===== src/rtl/fetch_pkg.sv =====
// Shared types and widths for the instruction fetch stage.
package fetch_pkg;
    localparam int INSN_W     = 32;
    localparam int ADDR_W     = 32;
    localparam int INSN_BYTES = 4;

    typedef enum logic {
        RUN   = 1'b0,
        FAULT = 1'b1
    } fetch_state_e;

    // One fetched instruction together with the PC it came from.
    typedef struct packed {
        logic [ADDR_W-1:0] pc;
        logic [INSN_W-1:0] inst;
    } fetch_entry_t;
endpackage


===== src/rtl/fetch_if.sv =====
// Fetch stage bus: imem read port, redirect input and decode handshake.
interface fetch_if;
    import fetch_pkg::*;

    logic [ADDR_W-1:0] imem_raddr;
    logic [INSN_W-1:0] imem_rdata;
    logic              redirect_valid;
    logic [ADDR_W-1:0] redirect_pc;
    logic              inst_valid;
    logic              inst_ready;
    logic [INSN_W-1:0] inst;
    logic [ADDR_W-1:0] inst_pc;
    logic              fetch_fault;

    // Fetch unit side.
    modport master (
        output imem_raddr, inst_valid, inst, inst_pc, fetch_fault,
        input  imem_rdata, redirect_valid, redirect_pc, inst_ready
    );

    // Memory / decode / branch-unit side.
    modport slave (
        input  imem_raddr, inst_valid, inst, inst_pc, fetch_fault,
        output imem_rdata, redirect_valid, redirect_pc, inst_ready
    );
endinterface


===== src/rtl/fetch_skid_fifo.sv =====
// Two-entry buffer of fetched {pc, inst} pairs with synchronous flush.
// Caller guarantees no push when full and no pop when empty.
module fetch_skid_fifo
    import fetch_pkg::*;
(
    input  logic         clk,
    input  logic         rst_n,
    input  logic         push,
    input  logic         pop,
    input  logic         flush,
    input  fetch_entry_t din,
    output fetch_entry_t dout,
    output logic [1:0]   count
);
    fetch_entry_t mem_q [2];
    logic         wr_ptr_q;
    logic         rd_ptr_q;

    assign dout = mem_q[rd_ptr_q];

    // Storage, pointers and occupancy; flush wins over push/pop.
    always_ff @(posedge clk or negedge rst_n) begin
        if (!rst_n) begin
            mem_q[0] <= '0;
            mem_q[1] <= '0;
            wr_ptr_q <= 1'b0;
            rd_ptr_q <= 1'b0;
            count    <= 2'd0;
        end else if (flush) begin
            wr_ptr_q <= 1'b0;
            rd_ptr_q <= 1'b0;
            count    <= 2'd0;
        end else begin
            if (push) begin
                mem_q[wr_ptr_q] <= din;
                wr_ptr_q        <= ~wr_ptr_q;
            end
            if (pop)
                rd_ptr_q <= ~rd_ptr_q;
            case ({push, pop})
                2'b10:   count <= count + 2'd1;
                2'b01:   count <= count - 2'd1;
                default: count <= count;
            endcase
        end
    end
endmodule


===== src/rtl/fetch_unit.sv =====
// Instruction fetch stage: PC register, credit-based issue to a 1-cycle
// registered instruction memory, capture buffer and RUN/FAULT control.
module fetch_unit
    import fetch_pkg::*;
#(
    parameter logic [ADDR_W-1:0] RESET_PC  = '0,
    parameter int                MEM_BYTES = 1376
) (
    input logic     clk,
    input logic     rst_n,
    fetch_if.master bus
);
    localparam logic [ADDR_W-1:0] PC_MAX = ADDR_W'(MEM_BYTES - INSN_BYTES);

    fetch_state_e      state_q, state_d;
    logic [ADDR_W-1:0] pc_q, pc_d;
    logic [ADDR_W-1:0] req_pc_q, req_pc_d;
    logic              req_valid_q, req_valid_d;

    logic [1:0]        count;
    fetch_entry_t      head;
    fetch_entry_t      cap;
    logic              push, pop, flush;
    logic [2:0]        occ;

    function automatic logic pc_legal(input logic [ADDR_W-1:0] pc);
        return (pc[1:0] == 2'b00) && (pc <= PC_MAX);
    endfunction

    // A redirect hides the buffer and kills the word returning this cycle.
    assign flush = bus.redirect_valid;
    assign push  = req_valid_q & ~bus.redirect_valid;
    assign pop   = bus.inst_valid & bus.inst_ready;
    assign cap   = '{pc: req_pc_q, inst: bus.imem_rdata};

    // Slots committed after this cycle: an outstanding request always lands,
    // so it must be reserved before the next one is sent.
    assign occ = {1'b0, count} + {2'b00, req_valid_q} - {2'b00, pop};

    fetch_skid_fifo u_fifo (
        .clk   (clk),
        .rst_n (rst_n),
        .push  (push),
        .pop   (pop),
        .flush (flush),
        .din   (cap),
        .dout  (head),
        .count (count)
    );

    assign bus.imem_raddr  = pc_q;
    assign bus.inst_valid  = (count != 2'd0) & ~bus.redirect_valid;
    assign bus.inst        = (count != 2'd0) ? head.inst : '0;
    assign bus.inst_pc     = (count != 2'd0) ? head.pc   : '0;
    assign bus.fetch_fault = (state_q == FAULT);

    // Next state, PC and request tracking; redirect has top priority.
    always_comb begin
        state_d     = state_q;
        pc_d        = pc_q;
        req_pc_d    = req_pc_q;
        req_valid_d = 1'b0;
        if (bus.redirect_valid) begin
            pc_d    = bus.redirect_pc;
            state_d = pc_legal(bus.redirect_pc) ? RUN : FAULT;
        end else begin
            case (state_q)
                RUN: begin
                    if (!pc_legal(pc_q)) begin
                        state_d = FAULT;
                    end else if (occ < 3'd2) begin
                        req_valid_d = 1'b1;
                        req_pc_d    = pc_q;
                        pc_d        = pc_q + ADDR_W'(INSN_BYTES);
                    end
                end
                FAULT: ;
                default: state_d = FAULT;
            endcase
        end
    end

    // State registers.
    always_ff @(posedge clk or negedge rst_n) begin
        if (!rst_n) begin
            state_q     <= RUN;
            pc_q        <= RESET_PC;
            req_pc_q    <= '0;
            req_valid_q <= 1'b0;
        end else begin
            state_q     <= state_d;
            pc_q        <= pc_d;
            req_pc_q    <= req_pc_d;
            req_valid_q <= req_valid_d;
        end
    end
endmodule


===== src/flat_wrapper.sv =====
// flat-port wrapper written by rule: the top's interface ports become plain ports
module fetch_unit_flat import fetch_pkg::*;
#(
    parameter logic [ADDR_W-1:0] RESET_PC  = '0,
    parameter int                MEM_BYTES = 1376
)
  (clk, rst_n, bus_imem_raddr, bus_inst_valid, bus_inst, bus_inst_pc, bus_fetch_fault, bus_imem_rdata, bus_redirect_valid, bus_redirect_pc, bus_inst_ready);
  fetch_if bus_i ();
  input logic clk;
  input logic rst_n;
  output wire logic [$bits(bus_i.imem_raddr)-1:0] bus_imem_raddr;
  output wire logic [$bits(bus_i.inst_valid)-1:0] bus_inst_valid;
  output wire logic [$bits(bus_i.inst)-1:0] bus_inst;
  output wire logic [$bits(bus_i.inst_pc)-1:0] bus_inst_pc;
  output wire logic [$bits(bus_i.fetch_fault)-1:0] bus_fetch_fault;
  input wire logic [$bits(bus_i.imem_rdata)-1:0] bus_imem_rdata;
  input wire logic [$bits(bus_i.redirect_valid)-1:0] bus_redirect_valid;
  input wire logic [$bits(bus_i.redirect_pc)-1:0] bus_redirect_pc;
  input wire logic [$bits(bus_i.inst_ready)-1:0] bus_inst_ready;
  assign bus_imem_raddr = bus_i.imem_raddr;
  assign bus_inst_valid = bus_i.inst_valid;
  assign bus_inst = bus_i.inst;
  assign bus_inst_pc = bus_i.inst_pc;
  assign bus_fetch_fault = bus_i.fetch_fault;
  assign bus_i.imem_rdata = bus_imem_rdata;
  assign bus_i.redirect_valid = bus_redirect_valid;
  assign bus_i.redirect_pc = bus_redirect_pc;
  assign bus_i.inst_ready = bus_inst_ready;
  fetch_unit #(.RESET_PC(RESET_PC), .MEM_BYTES(MEM_BYTES)) u_core (.clk(clk), .rst_n(rst_n), .bus(bus_i));
endmodule

===== config.mk =====
export PLATFORM = sky130hd
export DESIGN_NAME = fetch_unit_flat
export DESIGN_NICKNAME = d
export VERILOG_FILES = /design/src/rtl/fetch_pkg.sv /design/src/rtl/fetch_if.sv /design/src/rtl/fetch_skid_fifo.sv /design/src/rtl/fetch_unit.sv /design/src/flat_wrapper.sv
export SDC_FILE = /design/constraint.sdc
export NUM_CORES = 1
export LEC_CHECK = 0
export BUFFER_PORTS_ARGS = -buffer_cell sky130_fd_sc_hd__buf_4
export CAP_MARGIN = 0
export CORE_MARGIN = 1.5
export CORE_UTILIZATION = 51
export DETAILED_ROUTE_END_ITERATION = 10
export PLACE_DENSITY = 0.73
export SYNTH_ARGS = -nofsm -noshare
export SYNTH_HDL_FRONTEND = slang
export SYNTH_HIERARCHICAL = 1
export SYNTH_SLANG_ARGS = --single-unit

===== constraint.sdc =====
create_clock -name clk -period 2.9 [get_ports clk]
set_input_delay 0.725 -clock clk [delete_from_list [all_inputs] [get_ports clk]]
set_output_delay 0.725 -clock clk [all_outputs]
set_load 0.01 [all_outputs]

## Word-level counts from Yosys, hierarchy flattened

Cells that the tools add are included.

| word-level totals | value |
|---|---|
| flip-flop bits (word level) | 198 |
| bits in latches | 0 |
| memory bits (writable) | 0 |
| ROM bits | 0 |
| bits of input ports | 68 |
| output and inout port bits | 98 |
| word-level logic and storage cells | 74 |
| memories kept | 0 |

| operators by class | value |
|---|---|
| $add $sub $neg | 5 |
| multiply operators | 0 |
| div/mod/pow operators | 0 |
| $lt $le $gt $ge | 6 |
| eq/ne operators | 3 |
| shift operators | 0 |
| muxes and demuxes | 26 |
| bitwise operators | 9 |
| reductions and logical operators | 14 |

Operators by type and width:

| cell | number |
|---|---|
| 64-bit 2-to-1 mux | 4 |
| 32-bit 2-to-1 mux | 6 |
| 128-bit bitwise mux | 1 |
| 64-bit demux with 1-bit select | 1 |
| 32-bit by 11-bit <= comparator with 1-bit output (second input constant) | 2 |
| 32-bit by 3-bit adder with 32-bit output (second input constant) | 1 |
| 1-bit 2-to-1 mux | 12 |
| 2-bit nonzero test | 5 |
| 2-bit greater-or-equal comparator (second input constant) | 2 |
| 2-bit logical NOT | 2 |
| 1-bit NOT | 4 |
| 1-bit NOT with 2-bit output | 2 |
| 2-bit case mux with 2 select lines | 1 |
| 4-bit AND reduction | 1 |
| 2-bit by 1-bit adder with 3-bit output | 1 |
| 1-bit AND | 3 |
| 1-bit logical AND | 3 |
| 3-bit by 2-bit < comparator with 1-bit output (second input constant) | 1 |
| 3-bit AND reduction | 1 |
| 3-bit nonzero test | 1 |
| 3-bit by 1-bit subtractor with 3-bit output | 1 |
| 2-bit by 1-bit adder with 2-bit output (second input constant) | 1 |
| 2-bit by 1-bit == test with 1-bit output (second input constant) | 1 |
| 2-bit == test (second input constant) | 1 |
| 5 further kinds | 5 |

## Logic depth before layout (Yosys ltp)

| depth | value |
|---|---|
| word-level depth | 9 |
| mapped depth | 12 |

## Cells and area by module

Netlist, hierarchy kept.

By module, submodules not included:

| module | instances | cells an instance | area each (um2) | seq. area each (um2) |
|---|---|---|---|---|
| fetch_skid_fifo | 1 | 359 | 6033.3 | 3303.2 |
| fetch_unit | 1 | 288 | 3240.6 | 1651.6 |

## Worst setup path before layout

No wires, ideal clock.

| timing path | value |
|---|---|
| path kind | input-to-reg |
| start point | input bus_redirect_valid |
| end point | register u_core.req_pc_q[7] |
| library setup time | 128 ps |
| data arrival time | 3626 ps |
| data required time | 2772 ps |
| setup slack | -853 ps |
| stages | 12 |
| path buffers | 3 |
| cell sequence | clkbuf_1 clkbuf_1 nor2_1 and2_1 ha_1 nand2b_1 fa_1 xnor2_1 nand2_1 nor4b_4 buf_6 mux2_1 |

| between the ends | value |
|---|---|
| longest elaborated chain between the ends | 6 |

Ends and longest elaborated chain:

| what | RTL line | text |
|---|---|---|
| start: declaration | flat_wrapper.sv:17 | `input wire logic [$bits(bus_i.redirect_valid)-1:0] bus_redirect_valid;` |
| 1-bit NOT (no source line) | n/a |  |
| 1-bit AND | fetch_unit.sv:52 | `assign bus.inst_valid = (count != 2'd0) & ~bus.redirect_valid;` |
| named net bus_inst_valid | flat_wrapper.sv:12 | `output wire logic [$bits(bus_i.inst_valid)-1:0] bus_inst_valid;` |
| 1-bit AND | fetch_unit.sv:33 | `assign pop = bus.inst_valid & bus.inst_ready;` |
| named net u_core.pop | fetch_unit.sv:23 | `logic push, pop, flush;` |
| 3-bit by 1-bit subtractor with 3-bit output | fetch_unit.sv:38 | `assign occ = {1'b0, count} + {2'b00, req_valid_q} - {2'b00, pop};` |
| 3-bit by 2-bit < comparator with 1-bit output | fetch_unit.sv:71 | `end else if (occ < 3'd2) begin` |
| 4-bit AND reduction (no source line) | n/a |  |
| end signal: assignment | fetch_unit.sv:93 | `req_pc_q <= req_pc_d;` |
| end: declaration | fetch_unit.sv:17 | `logic [ADDR_W-1:0] req_pc_q, req_pc_d;` |

The timed path passes the listed nets, and every way through them passes these cells.
A chain may end at the register's enable or synchronous reset.

## Final worst setup path

| timing path | value |
|---|---|
| start point | register u_core.u_fifo.count[0] |
| end point | register u_core.pc_q[7], in the netlist u_core/bus.imem_raddr[7] |

| between the ends | value |
|---|---|
| longest elaborated chain between the ends | 7 |
| elaborated cells between the ends (all ways) | 8 |

Ends and longest elaborated chain:

| what | RTL line | text |
|---|---|---|
| start: declaration | fetch_skid_fifo.sv:13 | `output logic [1:0] count` |
| start signal: assignment | fetch_skid_fifo.sv:41 | `2'b10: count <= count + 2'd1;` |
| start signal: assignment | fetch_skid_fifo.sv:42 | `2'b01: count <= count - 2'd1;` |
| start signal: assignment | fetch_skid_fifo.sv:43 | `default: count <= count;` |
| 2-bit nonzero test | fetch_unit.sv:52 |  |
| 1-bit AND | fetch_unit.sv:52 |  |
| 1-bit AND | fetch_unit.sv:33 |  |
| named net u_core.pop | fetch_unit.sv:23 |  |
| 3-bit by 1-bit subtractor with 3-bit output | fetch_unit.sv:38 |  |
| 3-bit by 2-bit < comparator with 1-bit output | fetch_unit.sv:71 |  |
| 2-bit nonzero test (no source line) | n/a |  |
| 3-bit AND reduction (no source line) | n/a |  |
| end signal: assignment | fetch_unit.sv:92 | `pc_q <= pc_d;` |
| end: declaration | fetch_unit.sv:16 | `logic [ADDR_W-1:0] pc_q, pc_d;` |

The timed path passes the listed nets, and every way through them passes these cells.

==> metrics.txt <==
status=finished, final reports clean; fin area=0.0116 mm2; Register Area=0.00496 mm2; hpwl dp=13.0 mm; post-synth top area share=53.4%; Req. time, crit path=3.21 ns; main area contributors after synthesis=dfrtp_1 53%, mux2_2 19%, mux2_4 9.7%; area grow syn2layout=24.9%; first-pass GRT wire length=between 30 and 40 mm; row cnt=just under 50; initial antenna violation count=0; Cells after Synth=roughly 650; count of input and output buffers=~170; Synth cell types=46; clk root buf=clkbuf_16; global route overflow=0; Crit. End Element=flop; core area=~0.018 mm2; sequential area share after synthesis=between 50% and 60%; antenna viol nets, final=0; FILL cells=about 1300; WS Path Type=reg2reg; ys async rst share=100%; final net count=between 800 and 900; worst min path class=in2async; unrepaired setup endpoints after global routing=false; Setup Skew=~0.014 ns; io pins=~170; Cell Area, Synth=0.00927 mm2; Synth warnings=6; clk slew on worst S/H paths=about 0.070 ns; GRT Util Overall=21.2%; CTS tree=built; CP startpoint kind=flop; number of CTS-inserted buffers=17; Routed WL=about 19 mm; syn nets=between 700 and 800; Routed WL per cell=between 15 and 20 um; Final Non-Filler Cells=around 1100; clock sink count=slightly below 200; LEAKAGE=roughly 5.6 nW; H-tree Lvls=4; ant diodes=0; maximum clock rate=around 360 MHz; largest net degree at the start of global routing=65; max-cap viol count=0; setup bufs post-CTS=0; final setup fails=0; fraction of layout cells with a size suffix above 1=56.5%; DP Area=~0.011 mm2; Worst-Margin Slew=about 0.6 ns; RD Place Congestion=around 0.79; routed vias/inst=between 5 and 6; PD cells=about 500 mW/mm2; Placed Cells=1030; Hold Buf Count CTS=0; Yosys top cell by area=dfrtp_1; relative slew slack=60.1%; die area=approximately 0.019 mm2; Post-Syn Area per Cell=~14 um2; setup TNS=0 ns; count of pins over their slew limit=0; peak supply drop=between 400 and 500 uV; Initial Utilization=51.8%; multi-input logic area=0.00412 mm2; final hold vios=0; Synth Flop Type=dfrtp_1; Post-synth EDFFs=0; DR DRC count=0; die width=approximately 140 um; fin crit share=a little over nine tenths; clock latency on the worst-skew pair=between 0.4 and 0.5 ns; number of global-route vias before repair=between 6000 and 7000; die height=~140 um; Yosys reg bits=198; worst-path fanout max=5; min Tclk post-route=2.77 ns; CP arrival=3.08 ns; Post-CTS Resized=0; Max Buffers Root-to-Sink=2; Detailed Routing Iterations Pass 1=4; initial DRC count=243; via count=5653
[worst max-delay path, cell delays in order, from the launching register on]
cell and delay [ns]:
dfrtp_2 0.45, nor2_4 0.17, nor2_4 0.05, and2_4 0.15
ha_4 0.20, nand2b_4 0.14, fa_2 0.40, xnor2_4 0.18
nand2_4 0.07, buf_4 0.16, nor4_2 0.27, xor2_1 0.11
mux2_2 0.28
[final timing paths]
path	startpoint	endpoint	slack, ns	depth (start not counted)
min in group clk	u_core/u_fifo/mem_q[13]	u_core/u_fifo/mem_q[13]	0.50	1
hold reg to reg	u_core/u_fifo/mem_q[13]	u_core/u_fifo/mem_q[13]	0.50	1
setup reg to reg	u_core/u_fifo/count[0]	u_core/bus.imem_raddr[7]	0.13	12
max in group asynchronous	rst_n	u_core/u_fifo/mem_q[84]	1.92	2
setup / recovery	u_core/u_fifo/count[0]	u_core/bus.imem_raddr[7]	0.13	12
hold / removal	rst_n	u_core/u_fifo/mem_q[74]	0.27	1
[registers in the layout, summed over array words and instances (netlist names)]
register / count
u_core/u_fifo/count: 2
u_core/u_fifo/rd_ptr_q: 1
u_core/u_fifo/wr_ptr_q: 1
u_core/bus.fetch_fault: 1
u_core/bus.imem_raddr: 32
u_core/req_pc_q: 32
u_core/u_fifo/mem_q: 128
u_core/req_valid_q: 1
[synth_stat cells, types with 2 or more instances]
library cell and instances:
a21oi_1 4, buf_1 2, buf_12 6, buf_2 9, buf_6 8, clkbuf_1 11
dfrtp_1 198, ha_1 2, inv_1 2, mux2_1 7, mux2_2 158, mux2_4 60
mux2i_1 2, nand2_1 11, nand2b_1 2, nand3_1 7, nand3b_1 2, nand4_1 3
nor2_1 8, nor2b_1 90, nor3_1 4, nor3b_1 2, nor4_1 12, nor4_2 3
o21ai_0 6, xnor2_1 7, xor2_1 2
[area by class of cell]
type	count	share of cell area [%]
tap	229	2.47
inverter	2	0.0648
multi-input combinational	410	35.6
clock inverter	14	1.71
sequential	198	42.8
timing repair buffer	191	13.6
clock buffer	18	3.79
[cells in the final DEF, fill, tap and decap left out, drive strengths merged, types with 2 or more instances in the layout]
cell type  instances
a21oi              4
buf              190
bufinv             4
clkbuf            19
clkinv             3
clkinvlp           5
dfrtp            198
ha                 2
inv                4
mux2             225
mux2i              2
nand2             11
nand2b             2
nand3              7
nand3b             2
nand4              4
nor2               9
nor2b             90
nor3               4
nor3b              3
nor4              16
nor4b              2
o21ai              6
xnor2              7
xor2               2
[kinds of logic after synthesis]
group | after synthesis | share of synthesized area (%)
AOI/OAI and AO/OA | 14 | 0.918
xor gates and xnor gates | 9 | 0.850
adders and majority gates | 3 | 0.486
buffers and inverters | 39 | 3.44
DFF | 198 | 53.4
muxes | 227 | 30.0
and+or+nand+nor | 157 | 10.9
[per-stage QoR]
step / hold WS [ns] / power [mW] / util (%) / worst slack [ns]
floorplan: 0.429 / 3.05 / - / -0.384
global placement: 0.481 / 3.29 / 61.0 / -0.0915
detailed placement: 0.487 / 3.30 / 61.0 / -0.191
CTS: 0.282 / 5.82 / 64.5 / 0.0552
global route: 0.300 / 5.97 / 64.7 / 0.0452
finish: 0.274 / 5.75 / 64.7 / 0.130
[power by group]
group / switching [mW] / internal [mW] / leakage [nW]
Clock: 1.04 / 1.47 / 0.295
Combinational: 0.167 / 0.197 / 2.61
Sequential: 0.0640 / 2.82 / 2.68
[per-layer routing]
| layer | part of all wire (%) | GRT usage (%) | vias up |
|---|---|---|---|
| met5 | 0 | 0 | - |
| met4 | 0.88 | 5.79 | 0 |
| met3 | 5.5 | 5.41 | 13 |
| met2 | 49 | 34.9 | 152 |
| met1 | 44 | 27.9 | 2876 |
| li1 | - | - | 2612 |
Note: power is estimated with default switching activity, not from simulation.
